## src/rtl/cache_invalidate_receiver_if.sv

```systemverilog
// Bundle of the invalidate input, CPU lookup probe and tag-array port seen by one
// cache_invalidate_receiver; the master side is the environment, the slave side the receiver.
interface cache_invalidate_receiver_if #(
    parameter int ADDR_W   = 16,
    parameter int OFFSET_W = 2,
    parameter int INDEX_W  = 4,
    parameter int DEPTH    = 4
);
    localparam int TAG_W = ADDR_W - INDEX_W - OFFSET_W;
    localparam int CNT_W = $clog2(DEPTH) + 1;

    logic               inv_valid;
    logic [ADDR_W-1:0]  inv_addr;
    logic [ADDR_W-1:0]  cpu_addr;
    logic               pending_match;
    logic               tag_req;
    logic               tag_gnt;
    logic [INDEX_W-1:0] tag_index;
    logic [TAG_W-1:0]   tag_rd_tag;
    logic               tag_rd_valid;
    logic               tag_clr;
    logic               overflow;
    logic [CNT_W-1:0]   inv_count;

    modport master (
        output inv_valid, inv_addr, cpu_addr, tag_gnt, tag_rd_tag, tag_rd_valid,
        input  pending_match, tag_req, tag_index, tag_clr, overflow, inv_count
    );

    modport slave (
        input  inv_valid, inv_addr, cpu_addr, tag_gnt, tag_rd_tag, tag_rd_valid,
        output pending_match, tag_req, tag_index, tag_clr, overflow, inv_count
    );
endinterface

```

## src/rtl/cache_invalidate_receiver.sv

```systemverilog
// Coherence invalidate endpoint: queues peer-write invalidates, drains them into the local
// tag array, and sweeps the whole array when the queue overflows.
module cache_invalidate_receiver #(
    parameter int ADDR_W   = 16,
    parameter int OFFSET_W = 2,
    parameter int INDEX_W  = 4,
    parameter int DEPTH    = 4
) (
    input logic                        clock,
    input logic                        reset,
    cache_invalidate_receiver_if.slave bus
);
    localparam int TAG_W = ADDR_W - INDEX_W - OFFSET_W;
    localparam int PTR_W = $clog2(DEPTH);
    localparam int CNT_W = PTR_W + 1;

    typedef enum logic [1:0] {IDLE, LOOKUP, CHECK, SWEEP} state_t;

    state_t             state, state_next;
    logic [ADDR_W-1:0]  mem [DEPTH];
    logic [PTR_W-1:0]   rd_ptr, wr_ptr;
    logic [CNT_W-1:0]   count;
    logic               overflow;
    logic [INDEX_W-1:0] sweep_idx;

    logic [INDEX_W-1:0] head_index;
    logic [TAG_W-1:0]   head_tag;
    logic               pop, drop, push, sweep_step, sweep_done;
    logic               tag_req, tag_clr, pending_match;
    logic [INDEX_W-1:0] tag_index;

    assign head_index = mem[rd_ptr][OFFSET_W +: INDEX_W];
    assign head_tag   = mem[rd_ptr][ADDR_W-1 -: TAG_W];

    // A full queue only loses an address when the drain is not freeing a slot this cycle.
    assign pop        = (state == CHECK);
    assign drop       = bus.inv_valid && (count == CNT_W'(DEPTH)) && !pop;
    assign push       = bus.inv_valid && !drop;
    assign sweep_step = (state == SWEEP) && bus.tag_gnt;
    assign sweep_done = sweep_step && (sweep_idx == '1);

    always_ff @(posedge clock) begin
        if (!reset) state <= IDLE;
        else        state <= state_next;
    end

    always_comb begin
        state_next = state;
        tag_req    = 1'b0;
        tag_index  = '0;
        tag_clr    = 1'b0;
        case (state)
            IDLE: begin
                if (overflow)          state_next = SWEEP;
                else if (count != '0)  state_next = LOOKUP;
            end
            LOOKUP: begin
                tag_req   = 1'b1;
                tag_index = head_index;
                if (bus.tag_gnt) state_next = CHECK;
            end
            CHECK: begin
                tag_req    = 1'b1;
                tag_index  = head_index;
                tag_clr    = bus.tag_rd_valid && (bus.tag_rd_tag == head_tag);
                state_next = IDLE;
            end
            SWEEP: begin
                tag_req   = 1'b1;
                tag_index = sweep_idx;
                tag_clr   = bus.tag_gnt;
                if (sweep_done) state_next = IDLE;
            end
            default: state_next = IDLE;
        endcase
        // A dropped address restarts the full sweep, even if one is already under way.
        if (drop) state_next = SWEEP;
    end

    always_ff @(posedge clock) begin
        if (!reset) begin
            rd_ptr    <= '0;
            wr_ptr    <= '0;
            count     <= '0;
            overflow  <= 1'b0;
            sweep_idx <= '0;
        end else if (drop) begin
            rd_ptr    <= '0;
            wr_ptr    <= '0;
            count     <= '0;
            overflow  <= 1'b1;
            sweep_idx <= '0;
        end else begin
            if (push)       wr_ptr    <= wr_ptr + 1'b1;
            if (pop)        rd_ptr    <= rd_ptr + 1'b1;
            count <= count + CNT_W'(push) - CNT_W'(pop);
            if (sweep_step) sweep_idx <= sweep_idx + 1'b1;
            if (sweep_done) overflow  <= 1'b0;
        end
    end

    always_ff @(posedge clock) begin
        if (push) mem[wr_ptr] <= bus.inv_addr;
    end

    // Offset bits are masked out by the shift so any byte in the line collides.
    always_comb begin
        pending_match = (state == SWEEP) || overflow;
        for (int i = 0; i < DEPTH; i++) begin
            if ((CNT_W'(i) < count) &&
                (((mem[rd_ptr + PTR_W'(i)] ^ bus.cpu_addr) >> OFFSET_W) == '0))
                pending_match = 1'b1;
        end
    end

    assign bus.tag_req       = tag_req;
    assign bus.tag_index     = tag_index;
    assign bus.tag_clr       = tag_clr;
    assign bus.overflow      = overflow;
    assign bus.inv_count     = count;
    assign bus.pending_match = pending_match;
endmodule

```

## src/flat_wrapper.sv

```systemverilog
// flat-port wrapper written by rule: the top's interface ports become plain ports
module cache_invalidate_receiver_flat 
#(
    parameter int ADDR_W   = 16,
    parameter int OFFSET_W = 2,
    parameter int INDEX_W  = 4,
    parameter int DEPTH    = 4
)
  (clock, reset, bus_inv_valid, bus_inv_addr, bus_cpu_addr, bus_tag_gnt, bus_tag_rd_tag, bus_tag_rd_valid, bus_pending_match, bus_tag_req, bus_tag_index, bus_tag_clr, bus_overflow, bus_inv_count);
  cache_invalidate_receiver_if #(.ADDR_W(ADDR_W), .OFFSET_W(OFFSET_W), .INDEX_W(INDEX_W), .DEPTH(DEPTH)) bus_i ();
  input logic clock;
  input logic reset;
  input wire logic [$bits(bus_i.inv_valid)-1:0] bus_inv_valid;
  input wire logic [$bits(bus_i.inv_addr)-1:0] bus_inv_addr;
  input wire logic [$bits(bus_i.cpu_addr)-1:0] bus_cpu_addr;
  input wire logic [$bits(bus_i.tag_gnt)-1:0] bus_tag_gnt;
  input wire logic [$bits(bus_i.tag_rd_tag)-1:0] bus_tag_rd_tag;
  input wire logic [$bits(bus_i.tag_rd_valid)-1:0] bus_tag_rd_valid;
  output wire logic [$bits(bus_i.pending_match)-1:0] bus_pending_match;
  output wire logic [$bits(bus_i.tag_req)-1:0] bus_tag_req;
  output wire logic [$bits(bus_i.tag_index)-1:0] bus_tag_index;
  output wire logic [$bits(bus_i.tag_clr)-1:0] bus_tag_clr;
  output wire logic [$bits(bus_i.overflow)-1:0] bus_overflow;
  output wire logic [$bits(bus_i.inv_count)-1:0] bus_inv_count;
  assign bus_i.inv_valid = bus_inv_valid;
  assign bus_i.inv_addr = bus_inv_addr;
  assign bus_i.cpu_addr = bus_cpu_addr;
  assign bus_i.tag_gnt = bus_tag_gnt;
  assign bus_i.tag_rd_tag = bus_tag_rd_tag;
  assign bus_i.tag_rd_valid = bus_tag_rd_valid;
  assign bus_pending_match = bus_i.pending_match;
  assign bus_tag_req = bus_i.tag_req;
  assign bus_tag_index = bus_i.tag_index;
  assign bus_tag_clr = bus_i.tag_clr;
  assign bus_overflow = bus_i.overflow;
  assign bus_inv_count = bus_i.inv_count;
  cache_invalidate_receiver #(.ADDR_W(ADDR_W), .OFFSET_W(OFFSET_W), .INDEX_W(INDEX_W), .DEPTH(DEPTH)) u_core (.clock(clock), .reset(reset), .bus(bus_i));
endmodule
```

## config.mk

```make
export PLATFORM = sky130hd
export DESIGN_NAME = cache_invalidate_receiver_flat
export DESIGN_NICKNAME = d
export VERILOG_FILES = /design/src/rtl/cache_invalidate_receiver_if.sv /design/src/rtl/cache_invalidate_receiver.sv /design/src/flat_wrapper.sv
export SDC_FILE = /design/constraint.sdc
export NUM_CORES = 1
export LEC_CHECK = 0
export BUFFER_PORTS_ARGS = -buffer_cell sky130_fd_sc_hd__buf_2
export CORE_MARGIN = 4
export CORE_UTILIZATION = 40
export DETAILED_ROUTE_END_ITERATION = 7
export GPL_TIMING_DRIVEN = 0
export HOLD_SLACK_MARGIN = 0.08
export MAX_ROUTING_LAYER = met4
export SYNTH_ARGS = -nofsm -noshare
export SYNTH_HDL_FRONTEND = slang
export SYNTH_SLANG_ARGS = --single-unit
```

## constraint.sdc

```tcl
create_clock -name clock -period 2.8 [get_ports clock]
set_input_delay 0.56 -clock clock [delete_from_list [all_inputs] [get_ports clock]]
set_output_delay 0.56 -clock clock [all_outputs]
set_load 0.01 [all_outputs]
```

# Word level (Yosys, flattened, before mapping)
# Memories as Yosys holds them, arrays and structs flattened. A register that Yosys moved wholly into a read port is not among the register bits.
# Cells that the tools add are included.
# word_totals
reg_bits,14
ram_bits,64
n_memories,1
# memory_table
name,depth,width,rd,rd_ports_with_merged_regs,write_ports,line,source
u_core.mem,4,16,4,1,1,cache_invalidate_receiver.sv:20,logic [ADDR_W-1:0] mem [DEPTH];
# op_classes
addsub,7
n_lt_le_gt_ge,4
eq_ne,9
muxes,19
bitwise_logic,5
n_reduce_logical,24
# ops
cell,n
zero test 16 bit,4
bitwise XOR 16 bit,4
2-to-1 mux 2 bit,7
== test 10 bit,1
logical AND 1 bit,10
2-to-1 mux 1 bit,9
one-hot mux 2 bit (4 select lines),1
one-hot mux 4 bit (2 select lines),1
"< comparator 1 x 3 -> 1 bit, first input constant",2
"< comparator 2 x 3 -> 1 bit, first input constant",2
"adder 2 x 1 -> 2 bit, second input constant",2
"adder 2 bit, second input constant",2
"adder 4 x 1 -> 4 bit, second input constant",1
"== test 2 bit, second input constant",2
"== test 4 bit, second input constant",1
"inequality test 4 x 1 -> 1 bit, second input constant",1
OR reduction 2 bit,2
adder 3 x 1 -> 3 bit,1
"== test 3 bit, second input constant",1
"inequality test 3 x 1 -> 1 bit, second input constant",1
"inequality test 3 x 2 -> 1 bit, second input constant",1
AND reduction 3 bit,1
nonzero test 3 bit,1
OR reduction 3 bit,1
other kinds (8),9

# Longest topological paths before layout
# An unclocked memory read counts as a cell.
# depth
ltp_word,8
depth_mapped,9

# Worst setup path before layout
# OpenSTA, ideal clock, no wires.
# synth_timing
path_kind,input-to-output
startpoint,input bus_cpu_addr[3]
endpoint,output bus_pending_match
t_arrival_ns,2.020
t_required_ns,2.240
setup_slack_ns,0.220
stages,6
n_path_buf,1
path_cell_list,buf_1 > xnor2_1 > or4_1 > a222oi_1 > a311oi_1 > o211ai_1
# synth_via
elab_chain_cells,7
# synth_rtl
element,line,source
start: declaration,flat_wrapper.sv:15,input wire logic [$bits(bus_i.cpu_addr)-1:0] bus_cpu_addr;
bitwise XOR 16 bit,cache_invalidate_receiver.sv:111,(((mem[rd_ptr + PTR_W'(i)] ^ bus.cpu_addr) >> OFFSET_W) == '0))
zero test 16 bit,cache_invalidate_receiver.sv:111,
logical AND 1 bit,cache_invalidate_receiver.sv:110,if ((CNT_W'(i) < count) &&
2-to-1 mux 1 bit (3 in series),cache_invalidate_receiver.sv:110,
2-to-1 mux 1 bit *,cache_invalidate_receiver.sv:110,
end: declaration,flat_wrapper.sv:19,output wire logic [$bits(bus_i.pending_match)-1:0] bus_pending_match;
# Mark *: on every way between the ends. The rest lies on a longest branch, timed or not.

==> impl_metrics.ini <==
[die]
initial_core_util_pct = 41.3
die_height_um = 120
die_span_x_um = 120
rows = 40
core_mm2 = 0.0121
die_area_mm2 = 0.0144
design.portCount = 58

[synth]
synth.area.mux_share_pct = 26.0
yosys.area_share.xor_xnor_pct = 12.3
post_synth_instance_area_mm2 = 0.00500
synth.ff_latch_count = 72
postSynthCellCount = 391
synth_top_area_share_pct = 33.6
netlist_top_cells_area = sky130_fd_sc_hd__edfxtp_1, sky130_fd_sc_hd__mux4_2, sky130_fd_sc_hd__mux2i_1
synthAdderAreaFrac_pct = 3.90
yosysSeqAreaShare_pct = 40.0
synthDistinctLibCells = 50
synth-compound-area-share_pct = 6.65
ys_warn_count = 0
avgSynthCellArea_um2 = 12.8
synth_ff_type = sky130_fd_sc_hd__edfxtp_1
synth_top_area_cell = sky130_fd_sc_hd__edfxtp_1
dominant_combinational_cell_family_by_area_after_synthesis = multiplexers
postSynthNetCount = 453
postSynth.asyncResetShare_pct = 0
post_synth_and_or_nand_nor_area_fraction_pct = 6.38
synth_edf_count = 56

[min_path]
holdCritPathClass = primary input to flop

[placed_design]
placedInstanceArea_mm2 = 0.00542
hpwlAfterDp_mm = 10.0
io_buffer_count = 42
place.detailed.instances = 601
gp_congestion = 0.915

[setup_path]
crit_type = flop to output pin
critPathMaxFanout = 5
worstSetupEndpointType = output pin
worstPathArrival_ns = 2.69
critical_path_required_ns = 2.24
crit_path_start_kind = flop

[timing]
timing.final.crit_share_pct = 116
finalWorstSetupSlack_ns = -0.445
grt_setup_unrepaired = true
finalSetupTns_ns = -0.584
slew_violations = 0
fmax_mhz = 308
finalWorstPathRequiredPeriod_ns = 3.25
maxSlewHeadroom_pct = 38.6
setup_skew_after_layout_ns = 0.00502
timing.final.setup_violations = 2
report.final.hold_viol_count = 0
worst_pin_slew_ns = 0.921

[layout]
post_route_cells_drive_above_1_share_pct = 37.0
flow.area_growth_from_synthesis_pct = 25.3
final_standard_cell_area_without_fillers_mm2 = 0.00627
inserted_diodes = 0
finalNonFillerCells = 636
nets = 525

[detailed_routing]
route.detailed.drc = 0
routedWlPerCell_um = 21.7
detail-route-antenna-nets = 0
drt-vias-per-instance = 5.56
detail_route.iter0.violations = 227
route.final.wire_length_mm = 13.8
drt_pre_antenna_iters = 4
detailroute.via_count = 3538

[global_routing]
antenna_found_initial = 0
grt_first_pass_wirelength_mm = 20.8
maximum_number_of_pins_on_one_net_before_global_route_repair = 15
global_route.overflow_total = 0
track_usage_pct = 20.1
number_of_global_route_vias_before_repair = 3580

[outcome]
failed_checks = setup timing
status = complete, but fails checks

[cts]
cts_tree = yes
clock_tree.htree_level_count = 3
clock_latency_on_the_worst_skew_pair_ns = 0.34
clock-sinks = 72
cts-root-buf = sky130_fd_sc_hd__clkbuf_16
clk_transition_reported_paths_ns = 0.06
cts-buffers-inserted = 9
cts_hold_repair.buffers = 0
max-clock-path-buffers = 2

[power]
worst_ir_drop_vdd_mv = 0.289
total_leakage_power_nw = 2.20
pwr_density_cell_mw_per_mm2 = 710
power.total_mw = 4.45

[run]
maxCapViolations = 0
[metal layers]
metal | vias up | part of all wire [%] | track usage, % | wire length [um]
met4 | 0 | 1.7 | 7.59 | 235
li1 | 1640 | - | - | -
met5 | - | 0 | - | 0
met2 | 97 | 51 | 32.8 | 7000
met3 | 22 | 5.0 | 4.62 | 691
met1 | 1779 | 43 | 24.3 | 5870
[where the power goes]
part / internal (mW) / leakage, nW / total, mW / switching (mW)
clock network: 0.602 / 0.125 / 1.05 / 0.450
logic: 1.01 / 1.43 / 2.01 / 1.00
registers: 1.28 / 0.646 / 1.39 / 0.107
[worst max-delay path, cell delays in order (launching register included)]
cell	delay, ns
sky130_fd_sc_hd__dfxtp_2	0.32
sky130_fd_sc_hd__buf_6	0.13
sky130_fd_sc_hd__clkbuf_16	0.17
sky130_fd_sc_hd__mux2i_4	0.29
sky130_fd_sc_hd__o22ai_1	0.12
sky130_fd_sc_hd__or4_1	0.51
sky130_fd_sc_hd__a222oi_1	0.29
sky130_fd_sc_hd__a311oi_1	0.15
sky130_fd_sc_hd__o211ai_1	0.16
sky130_fd_sc_hd__buf_2	0.19
[through the flow]
step	setup slack (ns)	util [%]	hold WS, ns
final	-0.445	51.8	0.433
after global routing	-0.485	51.8	0.419
after CTS	-0.467	49.6	0.413
after detailed placement	-0.362	44.8	0.508
after global placement	-0.344	44.8	0.499
after floorplan	0.220	-	0.480
[registers in the layout, summed over array words and instances, names as in the netlist, named ones only]
| name | flops |
|---|---|
| u_core.mem | 56 |
| u_core.state | 2 |
| u_core.sweep_idx | 4 |
| u_core.bus.inv_count | 3 |
| u_core.bus.overflow | 1 |
| u_core.rd_ptr | 2 |
| u_core.wr_ptr | 2 |
[cell families after synthesis]
| family | after synthesis |
|---|---|
| AO/OA/AOI/OAI | 45 |
| XOR/XNOR | 70 |
| multiplexers | 84 |
| buffers and inverters | 43 |
| adder cells (fa/ha/maj) | 15 |
| flip-flops | 72 |
| AND/OR/NAND/NOR | 62 |
[synth_stat cells (2+ instances only)]
master / instances
sky130_fd_sc_hd__mux2i_1: 45
sky130_fd_sc_hd__nor3_1: 2
sky130_fd_sc_hd__a21oi_1: 6
sky130_fd_sc_hd__buf_4: 2
sky130_fd_sc_hd__a2bb2oi_1: 3
sky130_fd_sc_hd__nand3_1: 3
sky130_fd_sc_hd__and3_1: 6
sky130_fd_sc_hd__dfxtp_1: 16
sky130_fd_sc_hd__a31oi_1: 2
sky130_fd_sc_hd__or4_1: 4
sky130_fd_sc_hd__nor4_1: 7
sky130_fd_sc_hd__a221oi_1: 2
sky130_fd_sc_hd__clkbuf_1: 8
sky130_fd_sc_hd__edfxtp_1: 56
sky130_fd_sc_hd__buf_2: 8
sky130_fd_sc_hd__nand2_1: 13
sky130_fd_sc_hd__nor2_1: 14
sky130_fd_sc_hd__inv_1: 14
sky130_fd_sc_hd__mux4_2: 30
sky130_fd_sc_hd__a22oi_1: 5
sky130_fd_sc_hd__xor2_1: 24
sky130_fd_sc_hd__xnor2_1: 46
sky130_fd_sc_hd__and2_1: 2
sky130_fd_sc_hd__mux2_2: 4
sky130_fd_sc_hd__a41o_1: 2
sky130_fd_sc_hd__nand2b_1: 2
sky130_fd_sc_hd__o21ai_0: 4
sky130_fd_sc_hd__o211ai_1: 2
sky130_fd_sc_hd__o22ai_1: 4
sky130_fd_sc_hd__buf_1: 3
sky130_fd_sc_hd__nand4_1: 9
sky130_fd_sc_hd__ha_1: 14
sky130_fd_sc_hd__a21boi_0: 3
sky130_fd_sc_hd__buf_6: 7
sky130_fd_sc_hd__mux4_1: 4
[final timing paths]
| path | from | endpoint | slack (ns) | cells past startpoint |
|---|---|---|---|---|
| worst max-delay path | flop | bus_pending_match | -0.45 | 9 |
| worst min register to register | u_core.sweep_idx[1] | u_core.sweep_idx[1] | 0.52 | 2 |
| worst min-delay path | bus_inv_addr[5] | u_core.mem[1][5] | 0.43 | 1 |
| worst max register to register | u_core.state[0] | u_core.bus.inv_count[2] | 0.17 | 9 |
[layout make-up]
cell class | count | area (um^2)
inverter | 14 | 52.6
sequential | 72 | 2010
clock inverter | 6 | 45.0
multi-input combinational | 276 | 3020
clock buffer | 10 | 229
fill | 1093 | 5840
buffer | 29 | 292
tap | 168 | 210
timing repair buffer | 61 | 410
[layout by cell type, fill, tap and decap left out, types with 9 or more instances in the layout]
cell,count
sky130_fd_sc_hd__buf_2,45
sky130_fd_sc_hd__nand4_1,9
sky130_fd_sc_hd__xor2_1,21
sky130_fd_sc_hd__inv_1,14
sky130_fd_sc_hd__xnor2_2,10
sky130_fd_sc_hd__ha_1,13
sky130_fd_sc_hd__mux4_2,33
sky130_fd_sc_hd__mux2i_1,32
sky130_fd_sc_hd__edfxtp_1,56
sky130_fd_sc_hd__dfxtp_1,13
sky130_fd_sc_hd__nor2_1,14
sky130_fd_sc_hd__nand2_1,13
sky130_fd_sc_hd__xnor2_1,36
sky130_fd_sc_hd__buf_4,15
sky130_fd_sc_hd__clkbuf_16,10
[timing repair]
item	4_1_cts	5_1_grt
resized for setup	53	30
pin swaps	8	9
gates cloned	1	1
buffers inserted	8	9
setup endpoints to repair	2	3
Note: power is estimated with default switching activity, not from simulation.
